===== config.mk =====
export PLATFORM = sky130hd
export DESIGN_NAME = cp0_exc_arb
export DESIGN_NICKNAME = d
export VERILOG_FILES = /design/src/rtl/cp0_exc_arb.sv
export SDC_FILE = /design/constraint.sdc
export NUM_CORES = 1
export LEC_CHECK = 0
export CAP_MARGIN = 20
export CORE_ASPECT_RATIO = 1.5
export CORE_UTILIZATION = 41
export DETAILED_ROUTE_END_ITERATION = 10
export PLACE_DENSITY = 0.9
export SLEW_MARGIN = 10
export SYNTH_ARGS = -nofsm -noshare
export SYNTH_HDL_FRONTEND = slang
export SYNTH_SLANG_ARGS = --single-unit

===== constraint.sdc =====
create_clock -name clk -period 1.8 [get_ports clk]
set_clock_uncertainty 0.1 [all_clocks]
set_input_delay 0.27 -clock clk [delete_from_list [all_inputs] [get_ports clk]]
set_output_delay 0.27 -clock clk [all_outputs]
set_load 0.03 [all_outputs]

===== src/rtl/cp0_exc_arb.sv =====
// ============================================================================
//  Module   : cp0_exc_arb
//  Purpose  : MEM-stage exception/ERET commit arbiter with pipeline flush
//             sequencing. Interrupts compiled in only with CP0_INT_ARB_EN.
//  Revision : 1.0
// ============================================================================
`default_nettype none

module cp0_exc_arb #(
  parameter logic [31:0] EXC_VECTOR   = 32'hBFC0_0380,
  parameter int          FLUSH_CYCLES = 2
) (
  input  logic        clk,
  input  logic        rst_n,
  input  logic        mem_valid,
  input  logic [31:0] mem_PC,
  input  logic        mem_BD,
  input  logic        exc_adel_if,
  input  logic        exc_ri,
  input  logic        exc_ov,
  input  logic        exc_sys,
  input  logic        exc_bp,
  input  logic        exc_adel_ld,
  input  logic        exc_ades,
  input  logic [31:0] mem_badvaddr,
  input  logic        mem_eret,
  input  logic        int_req,
  input  logic        EXL,
  input  logic [31:0] cp0_EPC_data,
  output logic        exception,
  output logic [4:0]  exc_code,
  output logic        exc_BD,
  output logic [31:0] exc_PC,
  output logic        badvaddr_we,
  output logic [31:0] exc_badvaddr,
  output logic        eret_commit,
  output logic        flush,
  output logic        redirect_valid,
  output logic [31:0] redirect_PC
);

  typedef enum logic [0:0] {
    S_IDLE  = 1'b0,
    S_FLUSH = 1'b1
  } state_t;

  localparam logic [2:0] c_FLUSH_LOAD = 3'(FLUSH_CYCLES - 1);

  state_t      r_state, w_state_nxt;
  logic [2:0]  r_cnt, w_cnt_nxt;
  logic        w_flush_nxt;
  logic        w_eval;
  logic        w_int_taken;
  logic        w_exc_hit;
  logic [4:0]  w_code;
  logic        w_bad_we;
  logic [31:0] w_bad_addr;
  logic        w_eret_hit;
  logic        w_commit;

`ifdef CP0_INT_ARB_EN
  assign w_int_taken = int_req & ~EXL;
`else
  logic w_unused_int;
  assign w_unused_int = int_req ^ EXL;
  assign w_int_taken  = 1'b0;
`endif

  assign w_eval = (r_state == S_IDLE) && mem_valid;

  // Fixed-priority select; later branches only win when all earlier flags are clear
  always_comb begin
    w_exc_hit  = 1'b1;
    w_code     = 5'd0;
    w_bad_we   = 1'b0;
    w_bad_addr = mem_badvaddr;
    if (w_int_taken) begin
      w_code = 5'd0;
    end else if (exc_adel_if) begin
      w_code     = 5'd4;
      w_bad_we   = 1'b1;
      w_bad_addr = mem_PC;
    end else if (exc_ri) begin
      w_code = 5'd10;
    end else if (exc_ov) begin
      w_code = 5'd12;
    end else if (exc_sys) begin
      w_code = 5'd8;
    end else if (exc_bp) begin
      w_code = 5'd9;
    end else if (exc_adel_ld) begin
      w_code   = 5'd4;
      w_bad_we = 1'b1;
    end else if (exc_ades) begin
      w_code   = 5'd5;
      w_bad_we = 1'b1;
    end else begin
      w_exc_hit = 1'b0;
    end
  end

  assign w_eret_hit = mem_eret & ~w_exc_hit;
  assign w_commit   = w_eval & (w_exc_hit | mem_eret);

  always_comb begin
    w_state_nxt = r_state;
    w_cnt_nxt   = r_cnt;
    w_flush_nxt = 1'b0;
    case (r_state)
      S_IDLE: begin
        if (w_commit) begin
          w_state_nxt = S_FLUSH;
          w_cnt_nxt   = c_FLUSH_LOAD;
          w_flush_nxt = 1'b1;
        end
      end
      S_FLUSH: begin
        if (r_cnt == 3'd0) begin
          w_state_nxt = S_IDLE;
        end else begin
          w_cnt_nxt   = r_cnt - 3'd1;
          w_flush_nxt = 1'b1;
        end
      end
      default: w_state_nxt = S_IDLE;
    endcase
  end

  always_ff @(posedge clk or negedge rst_n) begin
    if (!rst_n) begin
      r_state        <= S_IDLE;
      r_cnt          <= 3'd0;
      flush          <= 1'b0;
      exception      <= 1'b0;
      eret_commit    <= 1'b0;
      redirect_valid <= 1'b0;
      badvaddr_we    <= 1'b0;
      exc_code       <= 5'd0;
      exc_BD         <= 1'b0;
      exc_PC         <= 32'd0;
      exc_badvaddr   <= 32'd0;
      redirect_PC    <= 32'd0;
    end else begin
      r_state        <= w_state_nxt;
      r_cnt          <= w_cnt_nxt;
      flush          <= w_flush_nxt;
      exception      <= w_eval & w_exc_hit;
      eret_commit    <= w_eval & w_eret_hit;
      redirect_valid <= w_commit;
      badvaddr_we    <= w_eval & w_exc_hit & w_bad_we;
      if (w_eval && w_exc_hit) begin
        exc_code <= w_code;
        exc_BD   <= mem_BD;
        exc_PC   <= mem_PC;
      end
      if (w_eval && w_exc_hit && w_bad_we) begin
        exc_badvaddr <= w_bad_addr;
      end
      if (w_commit) begin
        redirect_PC <= w_exc_hit ? EXC_VECTOR : cp0_EPC_data;
      end
    end
  end

endmodule

`default_nettype wire


# Word-level counts from Yosys, hierarchy flattened
# Index checks and enable logic that the tools add are counted.
# word_totals
elab_cells	54
inputBits	110
out_inout_bits	107
regBits	110
# op_classes
n_addsub	1
muxes	27
reduce_logical	5
bitwise	8
n_eq_ne	2
# op_table
op	n
2-to-1 mux 32 bit	2
2-to-1 mux 1 bit	14
2-to-1 mux 3 bit	4
2-to-1 mux 4 bit	3
2-to-1 mux 5 bit	2
one-hot mux 3 bit (2 select lines)	1
AND 1 bit	5
!= test 2 bit (second input constant)	2
logical AND 1 bit	3
logical NOT 3 bit	1
subtractor 3 x 1 -> 3 bit (second input constant)	1
inverter 1 bit	2
one-hot mux 1 bit (2 select lines)	1
AND reduction 2 bit	1
OR 1 bit	1

# Logic depth before layout (Yosys ltp)
# Gate-level depths: netlist of the first run.
# logic_depth
word_depth	11
depth_mapped	6

# Worst setup path before layout of the first run
# OpenSTA, ideal clock, no wires.
# synth_timing
kind	register to register
startpoint	register r_state
endpoint	register exc_badvaddr[0]
path_buffers	2
t_arrival_ns	1.598
path_stages_with_launch	6
setup_slack_ns	-0.023
t_required_ns	1.575
cell_sequence	dfrtp_1 > and2b_2 > o211a_1 > buf_2 > buf_4 > mux2_2
# synth_between
elab_chain_cells	4
# synth_lines
item	line_no	text
start, declared	49	state_t r_state, w_state_nxt;
start signal, assigned	144	r_state <= w_state_nxt;
inverter 1 bit	--	
logical AND 1 bit	69	assign w_eval = (r_state == S_IDLE) && mem_valid;
logical AND 1 bit (2 in series)	156	if (w_eval && w_exc_hit && w_bad_we) begin
end signal, assigned	157	exc_badvaddr <= w_bad_addr;
end, declared	35	output logic [31:0] exc_badvaddr,
# Every way passes these cells.
# A chain may end at the register's enable or synchronous reset.

# Worst setup path in the final report of the first run
# layout_timing
startpoint	register redirect_PC[26]
endpoint	output redirect_PC[26]
# layout_rtl
item	line_no	text
start, declared	39	output logic [31:0] redirect_PC
start signal, assigned	160	redirect_PC <= w_exc_hit ? EXC_VECTOR : cp0_EPC_data;
# No word-level cell between the ends.

==> flow_summary.json, run 1 <==
{
  "core-area_um2": 10900,
  "yosys_warnings": 0,
  "rr_worst_depth": 7,
  "drv_slew": 0,
  "htreeDepth": 3,
  "synth_top_area_cell": "dfrtp_1",
  "ant_nets": 0,
  "syn_avg_cell_area_um2": 14.6,
  "cp-endpoint": "redirect_PC[26]",
  "insertion_delay_ns": 0.34,
  "worst_pin_slew_ns": 0.557,
  "antenna_found_initial": 2,
  "synth_mux_area_frac": 0.245,
  "port_buffers": 213,
  "cts_tree": "built",
  "ys_seq_area_frac": 0.594,
  "cp.required_ns": 1.43,
  "path_class": "reg2out",
  "use_met2": 0.423,
  "start_util": 0.420,
  "area_growth_pct": 65.5,
  "synthTopCellsByArea": "dfrtp_1 (59%), mux2_2 (23%), a22o_1 (3.6%)",
  "regArea_um2": 2730,
  "design.portCount": 217,
  "fillers": 810,
  "grt_pass1_wl_um": 20200,
  "drt_iter0_markers": 125,
  "grt_remaining_overflow": 0,
  "power_mw": 11.7,
  "met3_usage": 0.0546,
  "synth_cells": 314,
  "netlist_area_um2": 4590,
  "max_slew_margin": 0.628,
  "dp_hpwl_um": 9280,
  "drcViolationCount": 0,
  "synth_top_area_share": 0.594,
  "grtUsageTotal": 0.232,
  "synth_xor_area_frac": 0,
  "synth-simple-area-share": 0.0472,
  "ir_drop_mv": 0.985,
  "synth_fp_nets": 426,
  "rsz0062_at_grt": "false",
  "drive_above_1_share": 0.296,
  "clk_pin_slew_ns": 0.07,
  "vias": 3566,
  "leakagePower_nw": 3.57,
  "setup_tns_ns": 0,
  "critPathBufInv": 1,
  "drt-vias-per-instance": 5.02,
  "synth_edf_count": 0,
  "synth_compound_area_frac": 0.0711,
  "synth.distinct_cells": 38,
  "postSynth.asyncResetShare": 1.00,
  "rows": 47,
  "synth_seq_cells": 109,
  "power_density_nw_per_um2": 1540,
  "reg2reg_slack_ns": 0.15,
  "min_period_ns": 1.78,
  "cpMaxStageDelayCell": "clkdlybuf4s50_1",
  "rr_endpoint": "exc_PC[23]",
  "crit_arrival_ns": 1.41,
  "critPathLaunch": "redirect_PC[26]",
  "drt_wl_total_um": 13200,
  "start_kind": "register",
  "crit_family": "buffers and inverters",
  "path_cells": "clkdlybuf4s50_1",
  "multiInputGateArea_um2": 1750,
  "dieWidth_um": 88.4,
  "synthAdderAreaFrac": 0.00545,
  "max-cap-violations": 0,
  "worstPathMaxFanout": 2,
  "synth_top_family_by_area": "multiplexers",
  "clock_path_buffers": 2,
  "root_buffer": "clkbuf_16",
  "max_freq_mhz": 563,
  "grt.busiest_layer": "met2",
  "nets": 669,
  "grt_max_degree": 109,
  "status": "finished clean",
  "grt_pass1_vias": 3975,
  "drt_first_pass_iters": 4,
  "rr_startpoint": "r_state",
  "cp.depth": 1,
  "critPathMaxStageDelay_ns": 0.69,
  "routedWlPerCell_um": 18.6,
  "die_area_um2": 11600,
  "hold_viol": 0,
  "synth_flop_cell": "dfrtp_1",
  "gr-usage-met1": 0.237,
  "die_y_um": 132,
  "hp-class": "in2async",
  "fin_crit_sh": 0.987,
  "cts.sinks": 109,
  "cts-buffers-inserted": 9,
  "setup_viol": 0,
  "gp_congestion": 0.757,
  "end_kind": "output pin"
}
worst min-delay path by stage:
stage | depth (start not counted) | to | startpoint | slack, ns
after global routing | 2 | exc_badvaddr[3] | rst_n | 0.13
after global placement | 1 | exc_badvaddr[3] | rst_n | -0.04
final | 2 | exc_badvaddr[3] | rst_n | 0.14
after CTS | 2 | exc_badvaddr[3] | rst_n | 0.13
after floorplan | 0 | badvaddr_we | rst_n | -0.13
after detailed placement | 1 | exc_badvaddr[3] | rst_n | -0.04
cells in the final DEF (no fill, tap or decap), types with 3 or more instances in the layout:
cell type,netlist,routed
nand3_1,8,8
mux2_4,3,11
buf_4,5,24
dlymetal6s2s_1,0,25
nor3_1,4,4
inv_1,6,6
dlygate4sd2_1,0,8
buf_6,6,3
mux2_2,94,86
o22a_2,5,5
clkbuf_16,0,9
a22o_1,19,19
dfrtp_1,109,108
buf_16,0,3
buf_12,0,7
clkinv_2,0,3
nand2_1,18,18
clkdlybuf4s50_1,0,177
logic make-up after synthesis:
family	count (synthesis)
adders and majority gates	2
and+or+nand+nor	42
DFF	109
buffers and inverters	26
muxes	99
AOI/OAI and AO/OA	35
other	1
layout make-up:
type | count | share of cell area
Sequential cell | 109 | 0.359
Timing Repair Buffer | 250 | 0.344
Multi-Input combinational cell | 179 | 0.230
Clock buffer | 10 | 0.0301
Tap cell | 147 | 0.0242
Clock inverter | 5 | 0.00692
Inverter | 8 | 0.00428
Antenna cell | 2 | 0.000659
power breakdown:
part           leakage, nW  switching (mW)  internal, mW
Sequential            1.31           0.472          3.37
Combinational         2.12            3.11          2.86
Clock                0.138           0.856          1.06
Total                 3.57            4.44          7.29
synth_stat cells, types with 2 or more instances:
cell and number:
nand3_1 8, inv_1 6, nand2b_1 2, a21o_1 2
o22a_2 5, nor3_1 4, nor4_1 2, buf_4 5
mux2_4 3, clkbuf_1 2, dfrtp_1 109, o22ai_1 2
ha_1 2, inv_2 2, a22o_1 19, nand2_1 18
buf_6 6, mux2_2 94, buf_2 4
routing by layer:
layer  vias to the layer above  share of wire
met5                         -              0
met4                         0          0.039
met3                        34          0.058
met2                       150           0.56
met1                      1770           0.35
li1                       1612              -
timing repair:
action / CTS / global route
gates cloned: 3 / 0
endpoints found under the hold margin: 109 / 0
hold buffers: 1 / 0
setup buffers: 9 / 1
endpoints found under the setup margin: 90 / 73
pin swaps: 3 / 2
gates resized for setup: 26 / 29
sequential cells by signal (all words and copies together) (netlist names):
name / cells
eret_commit: 1
redirect_valid: 1
exc_badvaddr: 32
exc_BD: 1
r_state: 1
badvaddr_we: 1
exc_PC: 32
exception: 1
exc_code: 4
r_cnt: 3
redirect_PC: 32
stage by stage:
| stage | utilization | setup slack, ns | hold slack [ns] | cells | cell area, um^2 |
|---|---|---|---|---|---|
| final | 0.695 | 0.0235 | 0.140 | 710 | 7600 |
| after global routing | 0.695 | 0.000438 | 0.129 | 710 | 7600 |
| after CTS | 0.691 | -0.00532 | 0.134 | 710 | 7560 |
| after detailed placement | 0.643 | -0.535 | -0.0375 | 682 | 7030 |
| after global placement | 0.643 | -0.518 | -0.0393 | 682 | 7030 |
| after floorplan | - | 0.00956 | -0.126 | 314 | 4590 |
Note: power is estimated with default switching activity, not from simulation.
==> run 2, diff against run 1 <==
--- a/config.mk
+++ b/config.mk
@@ -7,9 +7,11 @@
 export LEC_CHECK = 0
 export CAP_MARGIN = 20
 export CORE_ASPECT_RATIO = 1.5
-export CORE_UTILIZATION = 41
+export CORE_UTILIZATION = 33
+export CTS_BUF_LIST = sky130_fd_sc_hd__clkbuf_8
 export DETAILED_ROUTE_END_ITERATION = 10
-export PLACE_DENSITY = 0.9
+export GPL_ROUTABILITY_DRIVEN = 1
+export PLACE_DENSITY = 0.77
 export SLEW_MARGIN = 10
 export SYNTH_ARGS = -nofsm -noshare
 export SYNTH_HDL_FRONTEND = slang
==> run 2 against run 1 <==
Against the previous run: highest routed layer unchanged; sequential power fell by 1%; total power fell by 9.4%; routed wire length fell by 3.5%; design area fell by 3.0%; flip-flop and latch count did not move; via count fell by 0.79%; largest cell class unchanged; critical endpoint is now exc_PC[10]; the run now ends with design-rule violations left.
==> flow_summary.json, run 2 (same netlist as run 1, synthesis figures left out) <==
{
  "status": "finished with violations",
  "violations": "design-rule violations",
  "min_period_ns": 1.78,
  "area_growth_pct": 60.6,
  "grt_pass1_wl_um": 20000,
  "setup_viol": 0,
  "die_area_um2": 14400,
  "diodes": 0,
  "wl_met2_um": 7000,
  "hold_viol": 0,
  "nets": 666,
  "root_buffer": "clkbuf_8",
  "wl_met3_um": 760,
  "p_seq_frac": 0.357,
  "drt_wl_total_um": 12700,
  "max-cap-violations": 0,
  "grtUsageTotal": 0.178,
  "share_comb_of_total_power": 0.511,
  "clkPwrFrac": 0.132,
  "routedWlPerCell_um": 17.7,
  "worstPathMaxFanout": 6,
  "post-place-ws_ns": -0.639,
  "end_kind": "register",
  "final_common_cell": "dfrtp_1",
  "drt_iter0_markers": 97,
  "rows": 52,
  "cts-buffers-inserted": 9,
  "top_regs": "exc_PC: 32 flops, exc_badvaddr: 32 flops, redirect_PC: 32 flops",
  "core-area_um2": 13500,
  "power_density_nw_per_um2": 1440,
  "fin_ws_ns": 0.0214,
  "mostFrequentLayoutCells": "dfrtp_1 (108), clkdlybuf4s50_1 (103), mux2_2 (94), dlygate4sd2_1 (73), dlymetal6s2s_1 (32)",
  "stdcell_count": 721,
  "design_area_um2": 7370,
  "grt_remaining_overflow": 0,
  "start_util": 0.339,
  "place_inst": 696,
  "rsz0062_at_grt": "false",
  "dpl-instance-area_um2": 7060,
  "dp_hpwl_um": 9670,
  "max_freq_mhz": 562,
  "insertion_delay_ns": 0.36,
  "reg2reg_slack_ns": 0.05,
  "start_kind": "input pin",
  "htreeDepth": 3,
  "die_y_um": 146,
  "port_buffers": 213,
  "setup_tns_ns": 0,
  "grt_pass1_vias": 3896,
  "cts.sinks": 109,
  "ir_drop_mv": 0.724,
  "clock_path_buffers": 2,
  "crit_arrival_ns": 1.93,
  "topRoutingLayerUsed": "met4",
  "power_mw": 10.6,
  "fin_crit_sh": 0.988,
  "grt_max_degree": 41,
  "p_sw_frac": 0.410,
  "antenna_found_initial": 0,
  "drt_first_pass_iters": 7,
  "cp.required_ns": 1.95,
  "drcViolationCount": 12,
  "gp_congestion": 0.785,
  "dieWidth_um": 98.3,
  "drive_above_1_share": 0.301,
  "clk_pin_slew_ns": 0.10,
  "design.portCount": 217,
  "ant_nets": 0,
  "cts_tree": "built",
  "leakagePower_nw": 3.62,
  "drt-met1-wl_um": 4590,
  "p_int_mw": 6.27,
  "power_switching_mw": 4.35,
  "vias": 3538,
  "drv_slew": 0,
  "path_class": "in2reg",
  "drt-vias-per-instance": 4.91,
  "hp-class": "in2reg"
}
[run 2: changes by cell type in the layout (fill, tap and decap cells not counted), sizes merged]
| cell | delta |
|---|---|
| buf | -4 |
| bufinv | -1 |
| clkbuf | +2 |
| clkdlybuf4s50 | -74 |
| clkinvlp | -1 |
| diode | -2 |
| dlygate4sd2 | +65 |
| dlymetal6s2s | +7 |
| inv | +4 |
[run 2: repair_timing]
item                                   4_1_cts  5_1_grt
setup endpoints to repair                  176       58
pin swaps                                    3        3
endpoints found under the hold margin       21        0
hold buffers                                 1        0
cloned                                       1        1
setup buffers                                4        2
gates resized for setup                     80       38
[run 2: power groups by stage]
stage               clock network [mW]  registers (mW)  logic [mW]
floorplan                            0            5.62        1.40
global placement                     0            3.84        5.61
detailed placement                   0            3.90        5.73
CTS                               1.46            3.83        5.48
global route                      1.55            3.92        5.71
finish                            1.40            3.80        5.44
[run 2: path summary, 6_finish.rpt]
check,cells after the start,from,endpoint
max,6,exc_ades,exc_PC[10]
min in group asynchronous,2,rst_n,redirect_PC[30]
max reg2reg,7,r_state,exc_PC[23]
max in group asynchronous,3,rst_n,redirect_PC[7]
min reg2reg,1,exc_code[1],exc_code[1]
min,4,exc_ov,exc_code[0]
[run 2: through the flow]
step | hold slack (ns) | utilization
floorplan | -0.126 | -
global placement | 0.0987 | 0.522
detailed placement | 0.106 | 0.522
CTS | 0.226 | 0.536
global route | 0.180 | 0.545
finish | 0.166 | 0.545
[run 2: critical path: stages]
cell	delay (ns)
clkdlybuf4s50_1	0.44
or3_4	0.38
o21ai_4	0.21
buf_12	0.16
clkbuf_16	0.14
mux2_2	0.33
[run 2: layout make-up]
cell class | count | area [um^2]
Sequential cell | 109 | 2730
Inverter | 8 | 30.0
Tap cell | 162 | 203
Multi-Input combinational cell | 179 | 1710
Clock buffer | 9 | 124
Timing Repair Buffer | 247 | 2510
Fill cell | 1138 | 6160
Clock inverter | 7 | 56.3
[run 2: layer usage]
metal  up-vias  track usage
met5         -            0
li1       1609            -
met1      1764        0.189
met3        29       0.0402
met4         0       0.0828
met2       136        0.330
